### src/rtl/raizing_gfx_pkg.sv
// Raizing graphics-ROM arbiter shared definitions.
// States, requester indices and default widths.
package raizing_gfx_pkg;

  localparam int AW_DEF = 22;
  localparam int DW_DEF = 32;
  localparam int NRQ    = 4;

  localparam logic [1:0] RQ_OBJ  = 2'd0;
  localparam logic [1:0] RQ_SCR0 = 2'd1;
  localparam logic [1:0] RQ_SCR1 = 2'd2;
  localparam logic [1:0] RQ_SCR2 = 2'd3;

  typedef enum logic [1:0] {
    ST_IDLE = 2'd0,
    ST_REQ  = 2'd1,
    ST_WAIT = 2'd2
  } state_t;

  // Requester index k steps after ptr, wrapping mod 4.
  function automatic logic [1:0] rr_idx(
    input logic [1:0] ptr,
    input int         k
  );
    return ptr + 2'(k);
  endfunction

endpackage

### src/rtl/raizing_rr_arb4.sv
// Four-way round-robin picker.
// Scans PTR+1, PTR+2, ... and grants the first missing requester.
module raizing_rr_arb4
  import raizing_gfx_pkg::*;
(
  input  logic [1:0] PTR,
  input  logic [3:0] MISS,
  output logic [1:0] GNT,
  output logic       ANY
);

  // Scan farthest-first so the nearest candidate after PTR wins.
  always_comb begin
    GNT = PTR;
    ANY = |MISS;
    for (int k = 4; k >= 1; k--) begin
      if (MISS[rr_idx(PTR, k)]) GNT = rr_idx(PTR, k);
    end
  end

endmodule

### src/rtl/raizing_gfx_rom_arb.sv
// Graphics-ROM request arbiter: four buffered requesters
// share one SDRAM read port in round-robin order.
module raizing_gfx_rom_arb
  import raizing_gfx_pkg::*;
#(
  parameter int AW = AW_DEF,
  parameter int DW = DW_DEF
) (
  input  logic            CLK,
  input  logic            RESET_N,
  input  logic            FLUSH,
  input  logic [3:0]      REQ_CS,
  input  logic [4*AW-1:0] REQ_ADDR,
  output logic [3:0]      REQ_OK,
  output logic [4*DW-1:0] REQ_DOUT,
  output logic            SDRAM_REQ,
  output logic [AW-1:0]   SDRAM_ADDR,
  input  logic            SDRAM_ACK,
  input  logic            SDRAM_DST,
  input  logic [DW-1:0]   SDRAM_DOUT
);

  state_t          r_state;
  logic [1:0]      r_ptr;
  logic [1:0]      r_gnt;
  logic            r_drop;
  logic [AW-1:0]   r_laddr;
  logic            r_sdram_req;
  logic [AW-1:0]   r_sdram_addr;
  logic [NRQ-1:0]  r_valid;
  logic [AW-1:0]   r_tag  [NRQ];
  logic [DW-1:0]   r_data [NRQ];

  logic [AW-1:0]   w_addr [NRQ];
  logic [NRQ-1:0]  w_hit;
  logic [NRQ-1:0]  w_miss;
  logic [1:0]      w_gnt;
  logic            w_any;
  logic            w_done;
  logic            w_fill;

  genvar g;
  for (g = 0; g < NRQ; g++) begin : g_rq
    assign w_addr[g] = REQ_ADDR[g*AW +: AW];
    assign w_hit[g]  = r_valid[g] & (r_tag[g] == w_addr[g]);
    assign REQ_DOUT[g*DW +: DW] = r_data[g];
  end

  assign w_miss = REQ_CS & ~w_hit;
  assign REQ_OK = REQ_CS & w_hit;

  assign SDRAM_REQ  = r_sdram_req;
  assign SDRAM_ADDR = r_sdram_addr;

  // Fetch completes on DST in WAIT, or on ACK+DST together in REQ.
  assign w_done = SDRAM_DST &
                  ((r_state == ST_WAIT) |
                   ((r_state == ST_REQ) & SDRAM_ACK));

  // A flush now or earlier in the fetch throws the data away.
  assign w_fill = w_done & ~r_drop & ~FLUSH;

  raizing_rr_arb4 u_arb (
    .PTR  (r_ptr),
    .MISS (w_miss),
    .GNT  (w_gnt),
    .ANY  (w_any)
  );

  // Fetch FSM plus the per-requester tag/data buffers.
  always_ff @(posedge CLK or negedge RESET_N) begin
    if (!RESET_N) begin
      r_state      <= ST_IDLE;
      r_ptr        <= RQ_SCR2;
      r_gnt        <= RQ_OBJ;
      r_drop       <= 1'b0;
      r_laddr      <= '0;
      r_sdram_req  <= 1'b0;
      r_sdram_addr <= '0;
      r_valid      <= '0;
      for (int i = 0; i < NRQ; i++) begin
        r_tag[i]  <= '0;
        r_data[i] <= '0;
      end
    end else begin
      unique case (r_state)
        ST_IDLE: begin
          if (w_any) begin
            r_gnt        <= w_gnt;
            r_laddr      <= w_addr[w_gnt];
            r_sdram_addr <= w_addr[w_gnt];
            r_sdram_req  <= 1'b1;
            r_state      <= ST_REQ;
          end
        end
        ST_REQ: begin
          if (SDRAM_ACK) begin
            r_sdram_req <= 1'b0;
            r_state     <= SDRAM_DST ? ST_IDLE : ST_WAIT;
          end
        end
        ST_WAIT: begin
          if (SDRAM_DST) r_state <= ST_IDLE;
        end
        default: r_state <= ST_IDLE;
      endcase

      if (w_fill) begin
        r_tag[r_gnt]   <= r_laddr;
        r_data[r_gnt]  <= SDRAM_DOUT;
        r_valid[r_gnt] <= 1'b1;
      end

      if (w_done) begin
        r_ptr  <= r_gnt;
        r_drop <= 1'b0;
      end else if (FLUSH && r_state != ST_IDLE) begin
        r_drop <= 1'b1;
      end

      if (FLUSH) r_valid <= '0;
    end
  end

endmodule

### config.mk
export PLATFORM = sky130hd
export DESIGN_NAME = raizing_gfx_rom_arb
export DESIGN_NICKNAME = d
export VERILOG_FILES = /design/src/rtl/raizing_gfx_pkg.sv /design/src/rtl/raizing_rr_arb4.sv /design/src/rtl/raizing_gfx_rom_arb.sv
export SDC_FILE = /design/constraint.sdc
export NUM_CORES = 1
export LEC_CHECK = 0
export ABC_AREA = 1
export CORE_UTILIZATION = 66
export DETAILED_ROUTE_END_ITERATION = 10
export DONT_BUFFER_PORTS = 1
export GPL_ROUTABILITY_DRIVEN = 0
export PLACE_DENSITY = 0.8
export SLEW_MARGIN = 40
export SYNTH_ARGS = -nofsm -noshare
export SYNTH_HDL_FRONTEND = slang
export SYNTH_SLANG_ARGS = --single-unit
### constraint.sdc
create_clock -name CLK -period 5.3 [get_ports CLK]
set_clock_uncertainty 0.15 [all_clocks]
set_input_delay 0.53 -clock CLK [delete_from_list [all_inputs] [get_ports CLK]]
set_output_delay 0.53 -clock CLK [all_outputs]
set_load 0.005 [all_outputs]
; ---- After elaboration in Yosys (flattened, before gate mapping)
; Index checks and enable logic that the tools add are counted.
; W data, S select, Z words.
[totals]
input_bits = 129
out_inout_bits = 155
ram_bits = 0
regBits = 250
mem_bits_ro = 0
latch_bits = 0
memories = 0
[op_classes]
mul = 0
magnitude_cmp = 8
div = 0
n_reduce_logical = 12
bitwise_logic = 17
shift = 0
n_mux = 32
eq_ne = 9
addsub = 3
[op_table]
columns = operator, n
row1 = $bwmux W128, 1
row2 = $bwmux W88, 1
row3 = $eq A22 B22 Y1, 4
row4 = $mux W22, 3
row5 = $demux W32 S2, 1
row6 = $bmux W22 S2, 1
row7 = $demux W22 S2, 1
row8 = $mux W32, 1
row9 = $mux W2, 7
row10 = $lt A2 B3 Y1 const B, 4
row11 = $and A1 B1 Y1, 8
row12 = $and A4 B4 Y4, 2
row13 = $mux W1, 8
row14 = $mux W4, 2
row15 = $reduce_bool A2 Y1, 4
row16 = $bmux W1 S2, 3
row17 = $ge A3 B3 Y1 const B, 2
row18 = $not A2 Y3, 2
row19 = $pmux W2 S3, 1
row20 = $reduce_and A3 Y1, 2
row21 = $add A2 B2 Y2 const B, 2
row22 = $ne A2 B2 Y1 const B, 2
row23 = $not A4 Y4, 1
row24 = $or A4 B4 Y4, 1
row25 = other kinds (14), 17

; ---- Depth between registers and ports, before layout
; Gate-level depths: netlist of the first run.
[logic_depth]
ltp_word = 13
ltp_mapped = 22
depth_no_buf = 21

; ---- Modules after synthesis
; From an unflattened synthesis of the first run, not the netlist that was laid out.
[hier_totals]
hier_cells = 1529
area_unflattened_um2 = 11682.5
[modules_own_cells]
columns = module, seq_area_each_um2, instances, area_per_inst_um2, cells_per_inst
row1 = raizing_gfx_rom_arb, 6258.5, 1, 11464.7, 1485
row2 = raizing_rr_arb4, 0.0, 1, 217.7, 44

; ---- Worst setup path after synthesis of the first run
; Ideal clock, no wire load.
[synth_timing]
path_type = input port to flip-flop
from = in REQ_ADDR[31]
to = reg r_sdram_addr[21] (netlist: SDRAM_ADDR[21])
setup_slack_ps = 3021
path_stages = 22
n_path_buf = 1
t_arrival_ps = 2013
setup_ps = 117
cell_sequence = inv_1 -> nand2_1 -> nand2_1 -> nor2_1 -> nand2_1 -> nor2_1 -> nand3_1 -> nand3_1 -> nand2_1 -> nand2_2 -> nand2_1 -> clkinv_2 -> nand2_2 -> nand2_4 -> nand2_8 -> buf_6 -> nand2_1 -> nand2_1 -> nand2_1 -> nand2_1 -> nand2_1 -> nand2_1
[synth_between]
elab_chain_cells = 13
elab_cells_between_ends = 19
[synth_lines]
columns = element, line_no
row1 = "start, declared", raizing_gfx_rom_arb.sv:13  ; input logic [4*AW-1:0] REQ_ADDR,
row2 = $eq A22 B22 Y1 (*), raizing_gfx_rom_arb.sv:45  ; assign w_hit[g] = r_valid[g] & (r_tag[g] == w_addr[g]);
row3 = $and A1 B1 Y1 (*), raizing_gfx_rom_arb.sv:45
row4 = $not A4 Y4 (*), raizing_gfx_rom_arb.sv:49  ; assign w_miss = REQ_CS & ~w_hit;
row5 = $and A4 B4 Y4 (*), raizing_gfx_rom_arb.sv:49
row6 = $bmux W1 S2, raizing_rr_arb4.sv:17  ; if (MISS[rr_idx(PTR, k)]) GNT = rr_idx(PTR, k);
row7 = $mux W1 (not written as such), raizing_rr_arb4.sv:17
row8 = $mux W2 (3 in a row), raizing_rr_arb4.sv:17
row9 = $not A2 Y3 (not written as such), raizing_gfx_rom_arb.sv:91  ; r_sdram_addr <= w_addr[w_gnt];
row10 = $bmux W22 S2, raizing_gfx_rom_arb.sv:91
row11 = $mux W22 (not written as such) (2 in a row), raizing_gfx_rom_arb.sv:91
row12 = "end signal, assigned", raizing_gfx_rom_arb.sv:91
row13 = "end, declared", raizing_gfx_rom_arb.sv:29  ; logic [AW-1:0] r_sdram_addr;
; Mark *: on every way between the ends. The rest lies on a longest branch, timed or not. The select of a mux whose other input is x is not followed.
; A chain may end at the register's enable or synchronous reset.

; ---- Worst setup path after layout of the first run
[layout_timing]
from = reg r_tag[44] (netlist bit)
to = reg r_sdram_addr[21] (netlist: SDRAM_ADDR[21])
[layout_between]
elab_chain_cells = 13
elab_cells_between_ends = 19
[layout_lines]
columns = element, line_no
row1 = "start, declared", raizing_gfx_rom_arb.sv:31  ; logic [AW-1:0] r_tag [NRQ];
row2 = "start signal, assigned by index", raizing_gfx_rom_arb.sv:109  ; r_tag[r_gnt] <= r_laddr;
row3 = $eq A22 B22 Y1 (*), raizing_gfx_rom_arb.sv:45
row4 = $and A1 B1 Y1 (*), raizing_gfx_rom_arb.sv:45
row5 = $not A4 Y4 (*), raizing_gfx_rom_arb.sv:49
row6 = $and A4 B4 Y4 (*), raizing_gfx_rom_arb.sv:49
row7 = $bmux W1 S2, raizing_rr_arb4.sv:17
row8 = $mux W1 (not written as such), raizing_rr_arb4.sv:17
row9 = $mux W2 (3 in a row), raizing_rr_arb4.sv:17
row10 = $not A2 Y3 (not written as such), raizing_gfx_rom_arb.sv:91
row11 = $bmux W22 S2, raizing_gfx_rom_arb.sv:91
row12 = $mux W22 (not written as such) (2 in a row), raizing_gfx_rom_arb.sv:91
; Marks and branches as above.

==> metrics.cfg, run 1 <==
[yosys]
sequential_to_total_area_share_from_yosys_stat = 0.5288
netlist_top_cells_area = sky130_fd_sc_hd__dfrtp_1 52%, sky130_fd_sc_hd__nand2_1 19%, sky130_fd_sc_hd__o21ai_0 8.6%
synth_commonest_cells = 609 x sky130_fd_sc_hd__nand2_1, 248 x sky130_fd_sc_hd__dfrtp_1, 203 x sky130_fd_sc_hd__o21ai_0, 192 x sky130_fd_sc_hd__inv_1, 91 x sky130_fd_sc_hd__nand3_1
synth_top_area_cell = sky130_fd_sc_hd__dfrtp_1
synth_area_mm2 = 0.01184
edff_count_synth = 0
netlist.area_leader.share = 0.5243
synth_area_per_cell_um2 = 7.573
synth.lib_cells_used.distinct = 27
synth_flop_cell = sky130_fd_sc_hd__dfrtp_1
postSynthNetCount = 1692
synth-async-reset-ratio = 1.000
yosysWarningCount = 0
synth_most_common_cell = sky130_fd_sc_hd__nand2_1
ffs_latches_synth = 250
syn-instance-count = 1563

[clock_tree]
cts.reportedPaths.clkPinSlew_ns = 0.06
cts.sinks = 250
tritoncts = yes
postCtsHoldBufs = 2
h_tree_levels = 1
post_cts_resize_count = 0
max-clock-path-buffers = 3
cts_root_buf = sky130_fd_sc_hd__clkbuf_16
cts_setup_buffers = 0
numCtsBuffers = 26
clk_latency_ns = 0.54

[floorplan]
width_of_the_die_um = 135.9
initial_core_util = 0.6796
die_h_um = 135.9
design.portCount = 284
std_cell_rows = 48
overall_die_area_mm2 = 0.01847
core_area_mm2 = 0.01742

[timing]
ratio_of_final_minimum_period_to_clock_period = 0.6327
setup_viol_count_final = 0
period_needed_ns = 3.354
timing.max_slew.rel_slack = 0.4937
holdWs_ns = -0.4590
worst_slew_pin_slew_ns = 0.7548
finalHoldViolCount = 250
rsz0062_at_grt = no
achievable-frequency_mhz = 298.2
final_slew_viol_count = 0
final_setup_tns_ns = 0

[placement]
port-buffer-count = 0
place.detailed.hpwl_mm = 22.73

[routing]
total_via_count_after_detailed_routing = 9848
firstDrtPassIters = 8
drt-wirelength-per-cell_um = 18.24
totalWireLength_mm = 32.35
postRouteAntennaNets = 0
routed_via_density = 5.554
drt_first_iter_violations = 933
drc = 0

[setup_path]
critical_path_peak_fanout = 45
start_kind = register
timing.critical_path.arrival_ns = 3.68
critical_setup_path_kind = reg2reg
critical_path.endpoint_type = register
cp.required_ns = 5.62

[grt]
first_global_vias = 9208
grt_antenna_before_repair = 0
grt_first_pass_wirelength_mm = 49.48
globalRouteOverflowTotal = 0
track_usage = 0.3508
grt_max_degree = 251

[final_layout]
final_net_count = 1664
n_antenna_cell = 0
drive_above_1_share = 0.04328
synthToLayoutAreaGrowth_pct = 8.108

[power_and_ir_drop]
total_power_w = 0.007638
power.leakage_nw = 6.707
cellPowerDensity_mw_per_mm2 = 596.9
power.ir.vdd_worst_v = 0.0004139

[run_status]
violations_in_the_final_reports = hold timing
outcome = complete, but fails checks

[flow_run]
cap_violations = 0

[min_path]
timing.hold.worst.class = in2async

## sequential cells by signal (all words and copies together), names as in the netlist
signal	flops
REQ_DOUT	128
SDRAM_ADDR	22
SDRAM_REQ	1
r_drop	1
r_gnt	2
r_ptr	2
r_state	2
r_tag	88
r_valid	4
## cell families (layout without fill, tap and decap cells)
| family | Yosys count | in the layout | share of synthesized area |
|---|---|---|---|
| DFF | 250 | 250 | 0.5288 |
| and+or+nand+nor | 796 | 796 | 0.2715 |
| buffers and inverters | 265 | 250 | 0.08911 |
| xor gates and xnor gates | 12 | 12 | 0.008879 |
| AOI/OAI and AO/OA | 240 | 240 | 0.1018 |
## critical path, cell delays in order, from the launching register on
cell	delay [ns]
sky130_fd_sc_hd__dfrtp_1	0.39
sky130_fd_sc_hd__nor2_1	0.10
sky130_fd_sc_hd__nor2_1	0.09
sky130_fd_sc_hd__nor2_1	0.09
sky130_fd_sc_hd__nand2_1	0.05
sky130_fd_sc_hd__nor2_1	0.20
sky130_fd_sc_hd__nand3_1	0.27
sky130_fd_sc_hd__nand3_1	0.17
sky130_fd_sc_hd__nand2_1	0.10
sky130_fd_sc_hd__nand2_2	0.08
sky130_fd_sc_hd__nand2_1	0.06
sky130_fd_sc_hd__clkinv_2	0.08
sky130_fd_sc_hd__nand3_4	0.45
sky130_fd_sc_hd__nand2_8	0.48
sky130_fd_sc_hd__nand2_1	0.11
sky130_fd_sc_hd__nand2_1	0.10
sky130_fd_sc_hd__nand2_1	0.07
sky130_fd_sc_hd__nand2_1	0.08
sky130_fd_sc_hd__nand2_1	0.05
sky130_fd_sc_hd__nand2_1	0.06
## layer usage
metal	track usage	part of all wire	vias up
met5	0	0	-
met4	0.1623	0.052	0
met3	0.09396	0.11	97
met2	0.5479	0.45	492
met1	0.4584	0.39	4494
li1	-	-	4765
## layout by cell type (no fill, tap or decap), drive strengths merged
cell and instances:
nand3b 3, buf 7, nor2 79, dfrtp 248, inv 198, clkinv 7
xor2 2, a221oi 1, dlygate4sd3 2, o21ai 239, xnor2 10, clkbuf 34
bufinv 2, dfstp 2, nand2 615, nand3 97, nor3 2
## power breakdown
group	switching (W)	total (W)	internal, W
sequential	0.000660	0.00328	0.00262
clock	0.000738	0.00177	0.00104
combinational	0.00175	0.00259	0.000833
total	0.00315	0.00764	0.00449
## cell type report
type	instances	area [µm²]
clock buffers	34	710.7
clock inverters	7	110.1
fillers	1363	4621
inverters	200	752.0
multi-input cells	1048	4553
flip-flops and latches	250	6259
well taps	225	281.5
repair buffers	9	130.1
## per-stage QoR
| stage | hold slack [ns] | setup WS, ns | utilization | cell area (µm²) | instances |
|---|---|---|---|---|---|
| finish | -0.4590 | 1.946 | 0.7347 | 12800 | 1773 |
| global route | -0.4685 | 1.731 | 0.7347 | 12800 | 1773 |
| CTS | -0.4678 | 2.031 | 0.7347 | 12800 | 1773 |
| detailed placement | 0.09010 | 1.894 | 0.6864 | 11960 | 1730 |
| global placement | 0.09118 | 1.918 | 0.6814 | 11870 | 1726 |
| floorplan | 0.08441 | 3.021 | - | 11840 | 1563 |
## final timing paths
| kind | from | to | slack, ns | depth (start not counted) |
|---|---|---|---|---|
| setup / recovery | r_tag[44] | SDRAM_ADDR[21] | 1.95 | 19 |
| hold / removal | RESET_N | r_tag[40] | -0.46 | 0 |
| setup reg to reg | r_tag[44] | SDRAM_ADDR[21] | 1.95 | 19 |
| hold reg to reg | r_tag[57] | r_tag[57] | 0.34 | 2 |
| max in group asynchronous | RESET_N | SDRAM_ADDR[19] | 4.95 | 0 |
| min in group CLK | SDRAM_DOUT[31] | REQ_DOUT[95] | 0.04 | 2 |
No activity file was read; power rests on OpenSTA's default activity.
==> run 2: changes to the inputs <==
Settings changed: CORE_UTILIZATION 66 to 58, PLACE_DENSITY 0.8 to 0.74.
Clock period 5.3 ns to 2.72 ns, I/O delays scaled along.
==> run 2 against run 1 <==
Against the previous run:
- the flow finishes with violations (hold timing, setup timing)
- clock power increased by 110%
- total power rose by 130%
- fmax is 8.2% higher
- die area grew 14%
- flip-flop and latch count is the same
- cell count up 11%
- critical path type unchanged
- highest routed layer unchanged
==> metrics.cfg, run 2 (synthesis results as in run 1) <==
[setup_path]
r2r_cells = 17  ; was 19
crit_chain = nand2_1 -> nand2_1 -> nor2_1 -> nand2_1 -> nor2_1 -> nand3_4 -> nand3_2 -> nand2_2 -> nor2_4 -> nand2_4 -> nand3_4 -> buf_12 -> nand2_4 -> nand2_1 -> nand3_1 -> nand3_1 -> nand2_1  ; was nor2_1 -> nor2_1 -> nor2_1 -> nand2_1 -> nor2_1 -> nand3_1 -> nand3_1 -> nand2_1 -> nand2_2 -> nand2_1 -> clkinv_2 -> nand3_4 -> nand2_8 -> nand2_1 -> nand2_1 -> nand2_1 -> nand2_1 -> nand2_1 -> nand2_1
timing.critical_path.from = r_tag[9]  ; was r_tag[44]
critical_path.most_common_cell = sky130_fd_sc_hd__nand2_1  ; unchanged
reg2reg_slack_ns = -0.38  ; was 1.95 ns
cp.required_ns = 2.99  ; was 5.62 ns
crit_path_max_incr_delay_ns = 0.41  ; was 0.48 ns
timing.critical_path.arrival_ns = 3.37  ; was 3.68 ns
timing.rr.start = r_tag[9]  ; was r_tag[44]
start_kind = register  ; unchanged
path_delay_family = simple AND/OR/NAND/NOR gates  ; unchanged
critical_path_peak_fanout = 11  ; was 45
crit_path_top_delay_cell = sky130_fd_sc_hd__dfrtp_1  ; was sky130_fd_sc_hd__nand2_8
logic_depth_of_the_worst_path_buffers_included = 17  ; was 19
critical_path.endpoint_type = register  ; unchanged
critical_setup_path_kind = reg2reg  ; unchanged
critPathBufInv = 1  ; unchanged

[floorplan]
overall_die_area_mm2 = 0.02098  ; was 0.01847 mm²
die_h_um = 144.9  ; was 135.9 µm
core_area_mm2 = 0.01972  ; was 0.01742 mm²
width_of_the_die_um = 144.9  ; was 135.9 µm
initial_core_util = 0.6003  ; was 0.6796
design.portCount = 284  ; unchanged
std_cell_rows = 51  ; was 48

[placement]
port-buffer-count = 0  ; unchanged
place.detailed.hpwl_mm = 23.22  ; was 22.73 mm
detailed_place.area_mm2 = 0.01210  ; was 0.01196 mm²

[power_and_ir_drop]
power.switching_fraction = 0.4269  ; was 0.4127
power.combinational.fraction = 0.418  ; was 0.339
power_frac_seq = 0.369  ; was 0.429
power.leakage_nw = 7.487  ; was 6.707 nW
pwr-share-clk = 0.213  ; was 0.232
power.ir.vdd_worst_v = 0.0007021  ; was 0.0004139 V
total_power_w = 0.01731  ; was 0.007638 W
power_switching_w = 0.007389  ; was 0.003153 W
intPower_w = 0.009918  ; was 0.004486 W
cellPowerDensity_mw_per_mm2 = 1175  ; was 596.9 mW/mm²

[grt]
global_route_track_usage_on_met3 = 0.1139  ; was 0.09396
globalRouteOverflowTotal = 0  ; unchanged
track_usage = 0.3629  ; was 0.3508
grt_max_degree = 251  ; unchanged
global_route.peak_usage_layer = met2  ; unchanged
grt_first_pass_wirelength_mm = 56.75  ; was 49.48 mm
first_global_vias = 10600  ; was 9208
grt_antenna_before_repair = 2  ; was 0
use_met1 = 0.4431  ; was 0.4584
globalRouteMet2Util = 0.5698  ; was 0.5479

[final_layout]
largest_reg_flops = 128  ; unchanged
final_net_count = 1815  ; was 1664
layout.core_utilization = 0.7470  ; was 0.7347
drive_above_1_share = 0.08216  ; was 0.04328
stdcell_area_mm2 = 0.01473  ; was 0.01280 mm²
mostFrequentLayoutCell = sky130_fd_sc_hd__nand2_1  ; unchanged
mostFrequentLayoutCells = 598 x sky130_fd_sc_hd__nand2_1, 248 x sky130_fd_sc_hd__dfrtp_1, 203 x sky130_fd_sc_hd__o21ai_0  ; was 609 x sky130_fd_sc_hd__nand2_1, 248 x sky130_fd_sc_hd__dfrtp_1, 203 x sky130_fd_sc_hd__o21ai_0
synthToLayoutAreaGrowth_pct = 24.44  ; was 8.108%

[timing]
final_setup_tns_ns = -6.385  ; was 0 ns
worst_slew_pin_slew_ns = 0.5848  ; was 0.7548 ns
achievable-frequency_mhz = 322.8  ; was 298.2 MHz
holdWs_ns = -0.7200  ; was -0.4590 ns
final_slew_viol_count = 0  ; unchanged
period_needed_ns = 3.098  ; was 3.354 ns
ratio_of_final_minimum_period_to_clock_period = 1.139  ; was 0.6327
finalHoldViolCount = 250  ; unchanged
setup_viol_count_final = 24  ; was 0
timing.max_slew.rel_slack = 0.6101  ; was 0.4937
timing.final.ws_setup_ns = -0.3780  ; was 1.946 ns

[routing]
postRouteAntennaNets = 0  ; unchanged
total_via_count_after_detailed_routing = 11170  ; was 9848
firstDrtPassIters = 9  ; was 8
totalWireLength_mm = 40.10  ; was 32.35 mm
drt_first_iter_violations = 1238  ; was 933
routed_via_density = 5.666  ; was 5.554
drt-wirelength-per-cell_um = 20.35  ; was 18.24 µm
drc = 0  ; unchanged

[clock_tree]
cts.reportedPaths.clkPinSlew_ns = 0.07  ; was 0.06 ns
postCtsHoldBufs = 124  ; was 2
max-clock-path-buffers = 3  ; unchanged
numCtsBuffers = 26  ; unchanged
cts.sinks = 250  ; unchanged
h_tree_levels = 1  ; unchanged
tritoncts = yes  ; unchanged
clk_latency_ns = 0.53  ; was 0.54 ns
cts_root_buf = sky130_fd_sc_hd__clkbuf_16  ; unchanged

[min_path]
timing.hold.worst.class = in2async  ; unchanged

[flow_run]
cap_violations = 0  ; unchanged

[run_status]
outcome = complete, but fails checks  ; unchanged
violations_in_the_final_reports = hold timing, setup timing  ; was hold timing

## run 2: cell count changes in the layout (fill, tap and decap cells not counted), sizes merged
| cell | change |
|---|---|
| dlygate4sd3 | +122 |
| clkinvlp | +4 |
| inv | +1 |
| buf | +20 |
| diode | +2 |
| nand2 | +4 |
| bufinv | +1 |
| clkinv | +1 |
| clkbuf | +3 |
## run 2: what timing repair did
action                                 CTS  global route
buffers inserted                         0             8
endpoints found under the hold margin  411           250
gates cloned                             2            11
pin swaps                                1            27
setup endpoints to repair               22            26
gates resized for setup                  9            43
## run 2: final timing paths
kind                             endpoint
setup reg to reg           SDRAM_ADDR[14]
max in group asynchronous          r_drop
setup / recovery           SDRAM_ADDR[14]
min in group CLK                SDRAM_REQ
hold reg to reg                r_valid[2]
hold / removal                  r_tag[21]
## run 2: metrics by stage
step,hold slack (ns),instances,setup WS (ns)
global route,-0.7241,1971,-0.5154
finish,-0.7200,1971,-0.3780
CTS,-0.7196,1950,0.02375
floorplan,-0.1736,1563,0.5719
detailed placement,-0.1681,1778,-0.08870
global placement,-0.1631,1778,0.03602
## run 2: power groups by stage
stage               Sequential [W]  Clock (W)  Combinational, W
finish                     0.00638    0.00369           0.00723
global placement           0.00637          0           0.00519
CTS                        0.00636    0.00370           0.00578
floorplan                  0.00596          0           0.00409
global route               0.00654    0.00385           0.00783
detailed placement         0.00638          0           0.00538
## run 2: metal layers
metal  part of all wire  routed length [µm]
met5                  0                   0
met4              0.058                2319
met3               0.14                5452
met2               0.45               18230
met1               0.35               14110
## run 2: area by class of cell
| class | count | area, µm² |
|---|---|---|
| clock buffers | 32 | 724.4 |
| fillers | 1409 | 4989 |
| well taps | 265 | 331.6 |
| diodes | 2 | 5.005 |
| repair buffers | 156 | 1713 |
| multi-input cells | 1052 | 4788 |
| clock inverters | 14 | 155.1 |
| inverters | 200 | 753.2 |
| flip-flops and latches | 250 | 6259 |
